<file path="config.mk">
export PLATFORM = sky130hd
export DESIGN_NAME = audio_sample_fifo
export DESIGN_NICKNAME = d
export VERILOG_FILES = /design/src/rtl/audio_pkg.sv /design/src/rtl/audio_sync_fifo.sv /design/src/rtl/audio_sample_fifo.sv
export SDC_FILE = /design/constraint.sdc
export NUM_CORES = 1
export LEC_CHECK = 0
export ABC_AREA = 0
export CORE_MARGIN = 5
export CORE_UTILIZATION = 50
export CTS_BUF_LIST = sky130_fd_sc_hd__clkbuf_4 sky130_fd_sc_hd__clkbuf_8 sky130_fd_sc_hd__clkbuf_16
export CTS_CLUSTER_SIZE = 12
export DETAILED_ROUTE_END_ITERATION = 8
export DONT_BUFFER_PORTS = 1
export GPL_ROUTABILITY_DRIVEN = 0
export PLACE_DENSITY = 0.62
export RECOVER_POWER = 25
export SLEW_MARGIN = 20
export SYNTH_ARGS = -nofsm -noshare
export SYNTH_HDL_FRONTEND = slang
export SYNTH_SLANG_ARGS = --single-unit
</file>
<file path="constraint.sdc">
create_clock -name AUD_BCK -period 7.8 [get_ports AUD_BCK]
set_clock_uncertainty 0.05 [all_clocks]
set_input_delay 1.95 -clock AUD_BCK [delete_from_list [all_inputs] [get_ports AUD_BCK]]
set_output_delay 1.95 -clock AUD_BCK [all_outputs]
set_load 0.02 [all_outputs]
</file>
<file path="src/rtl/audio_pkg.sv">
// Shared types and widths for the audio sample capture path.
package audio_pkg;

    localparam int AUD_SAMPLE_W = 16;
    localparam int DROP_CNT_W   = 8;

    typedef struct packed {
        logic [AUD_SAMPLE_W-1:0] left;
        logic [AUD_SAMPLE_W-1:0] right;
    } stereo_pair_t;

    localparam int PAIR_W = $bits(stereo_pair_t);

endpackage

</file>
<file path="src/rtl/audio_sync_fifo.sv">
// Generic single-clock FIFO with registered storage and wrap-bit pointers.
// A push while full is accepted only if a pop frees the head slot on the same edge.
module audio_sync_fifo #(
    parameter int DEPTH = 4,
    parameter int WIDTH = 32
) (
    input  logic                     clk,
    input  logic                     rst_n,
    input  logic                     push,
    input  logic                     pop,
    input  logic [WIDTH-1:0]         wdata,
    output logic [WIDTH-1:0]         rdata,
    output logic                     full,
    output logic                     empty,
    output logic [$clog2(DEPTH):0]   level
);

    localparam int AW = $clog2(DEPTH);

    logic [AW:0]      wptr_q, wptr_d;
    logic [AW:0]      rptr_q, rptr_d;
    logic [WIDTH-1:0] mem_q [DEPTH];
    logic [WIDTH-1:0] mem_d [DEPTH];
    logic             do_push;
    logic             do_pop;

    always_comb begin
        empty = (wptr_q == rptr_q);
        full  = (wptr_q[AW] != rptr_q[AW]) && (wptr_q[AW-1:0] == rptr_q[AW-1:0]);
        level = wptr_q - rptr_q;
        rdata = mem_q[rptr_q[AW-1:0]];
    end

    always_comb begin
        do_pop  = pop & ~empty;
        do_push = push & (~full | do_pop);
        wptr_d  = do_push ? wptr_q + (AW+1)'(1) : wptr_q;
        rptr_d  = do_pop  ? rptr_q + (AW+1)'(1) : rptr_q;
        mem_d   = mem_q;
        if (do_push) begin
            mem_d[wptr_q[AW-1:0]] = wdata;
        end
    end

    always_ff @(posedge clk or negedge rst_n) begin
        if (!rst_n) begin
            wptr_q <= '0;
            rptr_q <= '0;
            for (int i = 0; i < DEPTH; i++) begin
                mem_q[i] <= '0;
            end
        end else begin
            wptr_q <= wptr_d;
            rptr_q <= rptr_d;
            mem_q  <= mem_d;
        end
    end

endmodule

</file>
<file path="src/rtl/audio_sample_fifo.sv">
// Captures one {L,R} pair per LRCK frame from the I2S deserializer and
// presents it to the controller as a valid/ready stream through a small FIFO.
module audio_sample_fifo
    import audio_pkg::*;
#(
    parameter int DEPTH       = 4,
    parameter int DROP_FRAMES = 1
) (
    input  logic                      AUD_BCK,
    input  logic                      AUD_RST_N,
    input  logic                      AUD_LRCK,
    input  logic [AUD_SAMPLE_W-1:0]   AUD_inL,
    input  logic [AUD_SAMPLE_W-1:0]   AUD_inR,
    input  logic                      enable,
    output logic                      out_valid,
    input  logic                      out_ready,
    output logic [AUD_SAMPLE_W-1:0]   out_L,
    output logic [AUD_SAMPLE_W-1:0]   out_R,
    output logic [$clog2(DEPTH):0]    level,
    output logic                      overflow,
    output logic [DROP_CNT_W-1:0]     drop_count
);

    localparam logic [3:0] SKIP_INIT = 4'(DROP_FRAMES);

    function automatic logic [DROP_CNT_W-1:0] sat_inc(input logic [DROP_CNT_W-1:0] v);
        return (&v) ? v : v + DROP_CNT_W'(1);
    endfunction

    logic                  lr_prev_q, lr_prev_d;
    logic                  pending_q, pending_d;
    logic [3:0]            skip_cnt_q, skip_cnt_d;
    logic                  overflow_q, overflow_d;
    logic [DROP_CNT_W-1:0] drop_count_q, drop_count_d;

    logic         fall;
    logic         push_req;
    logic         pop_req;
    logic         push_lost;
    logic         fifo_full;
    logic         fifo_empty;
    stereo_pair_t wr_pair;
    stereo_pair_t rd_pair;

    // The deserializer updates its outputs on the fall edge, so the pair is
    // taken one edge later while pending is set.
    always_comb begin
        fall       = lr_prev_q & ~AUD_LRCK;
        lr_prev_d  = AUD_LRCK;
        pending_d  = pending_q;
        if (pending_q) begin
            pending_d = 1'b0;
        end
        if (fall) begin
            pending_d = 1'b1;
        end

        skip_cnt_d = skip_cnt_q;
        push_req   = 1'b0;
        if (pending_q) begin
            if (skip_cnt_q != 4'd0) begin
                skip_cnt_d = skip_cnt_q - 4'd1;
            end else begin
                push_req = enable;
            end
        end
    end

    always_comb begin
        pop_req      = ~fifo_empty & out_ready;
        push_lost    = push_req & fifo_full & ~pop_req;
        overflow_d   = overflow_q | push_lost;
        drop_count_d = push_lost ? sat_inc(drop_count_q) : drop_count_q;
        wr_pair.left  = AUD_inL;
        wr_pair.right = AUD_inR;
    end

    always_ff @(posedge AUD_BCK or negedge AUD_RST_N) begin
        if (!AUD_RST_N) begin
            lr_prev_q    <= 1'b0;
            pending_q    <= 1'b0;
            skip_cnt_q   <= SKIP_INIT;
            overflow_q   <= 1'b0;
            drop_count_q <= '0;
        end else begin
            lr_prev_q    <= lr_prev_d;
            pending_q    <= pending_d;
            skip_cnt_q   <= skip_cnt_d;
            overflow_q   <= overflow_d;
            drop_count_q <= drop_count_d;
        end
    end

    audio_sync_fifo #(
        .DEPTH (DEPTH),
        .WIDTH (PAIR_W)
    ) u_fifo (
        .clk   (AUD_BCK),
        .rst_n (AUD_RST_N),
        .push  (push_req),
        .pop   (pop_req),
        .wdata (wr_pair),
        .rdata (rd_pair),
        .full  (fifo_full),
        .empty (fifo_empty),
        .level (level)
    );

    always_comb begin
        out_valid  = ~fifo_empty;
        out_L      = rd_pair.left;
        out_R      = rd_pair.right;
        overflow   = overflow_q;
        drop_count = drop_count_q;
    end

endmodule

</file>
# --- Word-level counts from Yosys, hierarchy flattened ---
# Cells that the tools add are included.
totals:
  word_cells: 52
  out_inout_bits: 45
  ff_bits: 149
classes:
  n_eq_ne: 3
  reduce_logical: 6
  add_sub_neg: 5
  muxes: 9
  order_cmp: 3
  bitwise_logic: 15
ops:
  columns: ["cell", "count"]
  rows:
  - ["128-bit bitwise mux", 1]
  - ["32-bit 2-to-1 mux", 3]
  - ["32-bit binary-select mux with 2-bit select", 1]
  - ["32-bit demux with 2-bit select", 1]
  - ["8-bit by 1-bit adder with 8-bit output, second input constant", 1]
  - ["8-bit AND reduction", 1]
  - ["3-bit by 1-bit adder with 3-bit output, second input constant", 2]
  - ["1-bit AND", 6]
  - ["3-bit greater-or-equal comparator, second input constant", 2]
  - ["2-bit inverter with 3-bit output", 2]
  - ["1-bit inverter", 5]
  - ["2-bit AND reduction", 2]
  - ["4-bit nonzero test", 1]
  - ["4-bit by 1-bit subtractor with 4-bit output, second input constant", 1]
  - ["3-bit equality test", 1]
  - ["3-bit by 1-bit < comparator with 1-bit output, second input constant", 1]
  - ["1-bit 2-to-1 mux", 3]
  - ["3-bit subtractor", 1]
  - ["2-bit equality test", 1]
  - ["1-bit logical AND", 2]
  - ["1-bit bitwise OR", 2]
  - ["1-bit inequality test", 1]

# --- Depth between registers and ports, before layout ---
depth:
  depth_word: 6
  depth_mapped: 9

# --- Cells and area by module ---
# From an unflattened synthesis, not the netlist that was laid out.
unflattened:
  cells_unflattened: 414
  area_unflattened_um2: 6784.0
by_module_without_submodules:
  columns: ["module", "instances", "cells_each", "area_each_um2", "seq_area_each_um2"]
  rows:
  - ["audio_sync_fifo", 1, 352, 6062.1, 3353.2]
  - ["audio_sample_fifo", 1, 62, 721.9, 376.6]

# --- Worst setup path after synthesis ---
# Ideal clock, no wire load.
synth_timing:
  kind: "flip-flop to output port"
  startpoint: "register u_fifo.rptr_q[0]"
  endpoint: "output out_L[0]"
  t_arrival_ns: 1.554
  t_required_ns: 5.800
  n_path_buf: 2
  path_slack_ns: 4.246
  path_stages_with_launch: 4
  cell_sequence: "dfrtp_1 -> clkbuf_1 -> buf_2 -> mux4_2"
synth_via:
  elab_chain_len: 4
synth_lines:
  columns: ["element", "line", "text"]
  rows:
  - ["start: declaration", "audio_sync_fifo.sv:21", "logic [AW:0] rptr_q, rptr_d;"]
  - ["start signal: assignment", "audio_sync_fifo.sv:54", "rptr_q <= rptr_d;"]
  - ["2-bit inverter with 3-bit output (not written as such)", "audio_sync_fifo.sv:31", "rdata = mem_q[rptr_q[AW-1:0]];"]
  - ["32-bit binary-select mux with 2-bit select", "audio_sync_fifo.sv:31", null]
  - ["32-bit 2-to-1 mux (not written as such) (2 in series)", "audio_sync_fifo.sv:31", null]
  - ["end: declaration", "audio_sample_fifo.sv:17", "output logic [AUD_SAMPLE_W-1:0] out_L,"]
# Every way passes these cells. The select of a mux whose other input is x is not followed.

# --- Final worst setup path ---
layout_timing:
  startpoint: "register u_fifo.rptr_q[0]"
  endpoint: "output level[2]"
layout_via:
  elab_chain_len: 1
layout_lines:
  columns: ["element", "line", "text"]
  rows:
  - ["3-bit subtractor", "audio_sync_fifo.sv:30", "level = wptr_q - rptr_q;"]
  - ["end: declaration", "audio_sample_fifo.sv:19", "output logic [$clog2(DEPTH):0] level,"]
# Every way passes these cells.

==> summary.txt <==
Min path
  • Hold Path Sink: pending_q$_DFF_PN0_
  • WHS Path Cells: 1
  • Hold crit path type: flip-flop to flip-flop
  • Worst Min Path Start: lr_prev_q$_DFF_PN0_

Routing
  • Initial DRT Pass Iterations: 4
  • Avg Vias per Cell: 5.71
  • Wire length per cell: 20.7 um
  • DR vias: 3,369
  • # DRC: 0
  • DRT iter0 DRCs: 207
  • Final WL: 12,200 um
  • Antenna-violating nets left: 0

Synth
  • Synth Area in Compound Gates: 0.00725
  • Number of synthesized register bits: 149
  • Simple-gate share of the synthesized area: 0.0296
  • Syn Nets: 453
  • Synthesized area: 6550 um^2
  • Post-synth cell types: 32
  • Mux cell area share after synthesis: 0.337
  • Main combinational cell family by area after synthesis: multiplexers
  • Gate Count Post-Synth: 406
  • Sequential share of the synthesized area: 0.569
  • Synthesis Warnings: 0
  • XOR/XNOR Fraction of Synth Area: 0.0174
  • Number of flops mapped to enable cells by yosys: 0
  • Mean post-synth cell area: 16.1 um^2
  • Top_reg_cell synth: dfrtp_1
  • Post-synthesis adder-cell area fraction: 0.0202
  • Async SR Flop Fraction: 1.00

Clocking
  • Reg clk slew, reported paths: 0.06 ns
  • Hold_buf cts: 0
  • Postcts setup bufs: 0
  • H-tree levels: 4
  • Gates resized, CTS repair: 0
  • Clk buf depth: 2
  • Clk sink count: 149
  • Total CTS buffers: 17
  • CTS Root Cell: clkbuf_16
  • Worst-skew pair later-pin latency: 0.41 ns
  • TritonCTS clock tree: built

Setup path
  • Crit path launch: u_fifo.rptr_q[0]$_DFFE_PN0P_
  • Worst Path Arrival: 2.23 ns
  • Reg2reg end: u_fifo.mem_q[95]$_DFFE_PN0P_
  • R2R Setup Slk: 4.15 ns
  • Setup Crit Path Kind: flip-flop to output port
  • CP Capture Type: output port
  • Worst r2r path cells: 6
  • Crit Reg-Reg Startpoint: u_fifo.rptr_q[1]$_DFFE_PN0P_
  • Maximum net fanout on the critical path: 35
  • CP startpoint kind: flip-flop
  • CP required: 5.80 ns

Pwr
  • Peak supply drop: 193 uV
  • Leakage: 0.00324 uW
  • Power per cell area: 446 nW/um^2

Global routing
  • First-pass GRT wire length: 20,200 um
  • Pin count of the biggest net entering global routing: 150
  • Vias in the first global route: 3,643
  • Initial antenna violation count: 0
  • Total Routing Usage GR: 0.166
  • Total gr overflow: 0

Place
  • Dpl cells: 558
  • Detailed placement HPWL: 7360 um
  • Placed inst area: 6690 um^2
  • I/O Buffers: 0

Die
  • Core area: 12,700 um^2
  • Die area: 15,500 um^2
  • Starting Density: 0.515
  • Die X: 124 um
  • Cell Rows: 41
  • Boundary Pins: 82
  • Die height: 124 um

Final layout
  • Layout Nets: 452
  • Layout cell share with drive strength beyond 1: 0.474
  • Non-filler cells, final: 590
  • Ant diodes: 0
  • Post-Layout Inst Area: 7270 um^2
  • Area Overhead vs Synth: 10.9%

STA
  • Final Max Tran Viols: 0
  • RSZ-0062 raised after global routing: no
  • Period utilization: 0.542
  • Smallest hold slack: 0.438 ns
  • Final min period: 4.23 ns
  • Slew @ Worst Pin: 0.991 ns
  • TNS Setup: 0 ns
  • Final hold vios: 0
  • Max Freq: 237 MHz
  • Rel. slew slack: 0.337
  • Final setup vio count: 0

Run
  • Max cap viols: 0

Outcome
  • Status: completed
-- cell type report --
cell class                      count  area (um^2)
Clock buffer                       29          559
Clock inverter                      3         15.0
Fill cell                        1044         5450
Inverter                            9         33.8
Multi-Input combinational cell    227         2710
Sequential cell                   149         3730
Tap cell                          172          215
Timing Repair Buffer                1         7.51
-- placed cells by master, fill, tap and decap left out, types with 5 or more instances in the layout --
master	instances
mux4_2	32
mux2_1	8
mux2_2	124
clkbuf_8	7
xor2_1	6
nand2_1	6
inv_1	9
nand3_1	5
clkbuf_16	17
ha_1	9
dfrtp_1	146
xnor2_1	7
clkbuf_4	5
-- worst max path at each step --
stage,end,slack (ns),cells after the start
2_1_floorplan,out_L[0],4.25,3
6_report,level[2],3.57,4
4_1_cts,level[2],3.48,4
3_5_place_dp,u_fifo.mem_q[95]$_DFFE_PN0P_,3.63,4
3_3_place_gp,u_fifo.mem_q[87]$_DFFE_PN0P_,3.69,4
5_1_grt,level[2],3.38,4
-- layer usage --
metal	track usage	part of all wire	vias to the layer above
met5	0	0	-
met4	0.0658	0.021	0
met3	0.0673	0.066	15
met2	0.260	0.48	73
met1	0.206	0.43	1792
li1	-	-	1489
-- critical path, cell delays in order (launching register included) --
cell	delay [ns]
dfrtp_2	0.38
buf_4	0.31
ha_1	0.32
fa_1	0.37
xnor2_1	0.43
-- state kept, by name, indices dropped and copies added, names as in the netlist --
| register | count |
|---|---|
| overflow | 1 |
| u_fifo.wptr_q | 3 |
| u_fifo.rptr_q | 3 |
| drop_count | 8 |
| lr_prev_q | 1 |
| skip_cnt_q | 4 |
| u_fifo.mem_q | 128 |
| pending_q | 1 |
-- through the flow --
stage	util	power, uW	setup slack, ns
2_1_floorplan	-	2290	4.25
3_5_place_dp	0.526	2520	3.63
4_1_cts	0.571	3300	3.48
3_3_place_gp	0.526	2470	3.69
6_report	0.571	3250	3.57
5_1_grt	0.571	3430	3.38
-- report_power, final --
part	internal, uW	switching (uW)
Sequential	1130	222
Combinational	571	554
Clock	483	290
Total	2180	1070
-- logic make-up after synthesis --
| logic type | Yosys count |
|---|---|
| and+or+nand+nor | 34 |
| xor gates and xnor gates | 13 |
| AOI/OAI and AO/OA | 6 |
| muxes | 164 |
| DFF | 149 |
| buffers and inverters | 30 |
| adders and majority gates | 10 |
-- cells in the mapped netlist (2+ instances only) --
cell      instances  share of area
ha_1              9          0.017
dfrtp_1         148           0.57
mux4_2           32           0.11
buf_1             9         0.0052
xor2_1            6         0.0080
nor2b_1           2         0.0019
nor2_1            4         0.0023
buf_2             7         0.0053
nor4_1            2         0.0019
nor3_1            2         0.0015
o21ai_0           3         0.0023
inv_1             9         0.0052
xnor2_1           7         0.0094
clkbuf_1          4         0.0023
nand2_1          10         0.0057
nand3_1           5         0.0038
mux2_1            8          0.014
mux2_2          124           0.21
nand2b_1          2         0.0019
Note: power is estimated with default switching activity, not from simulation.
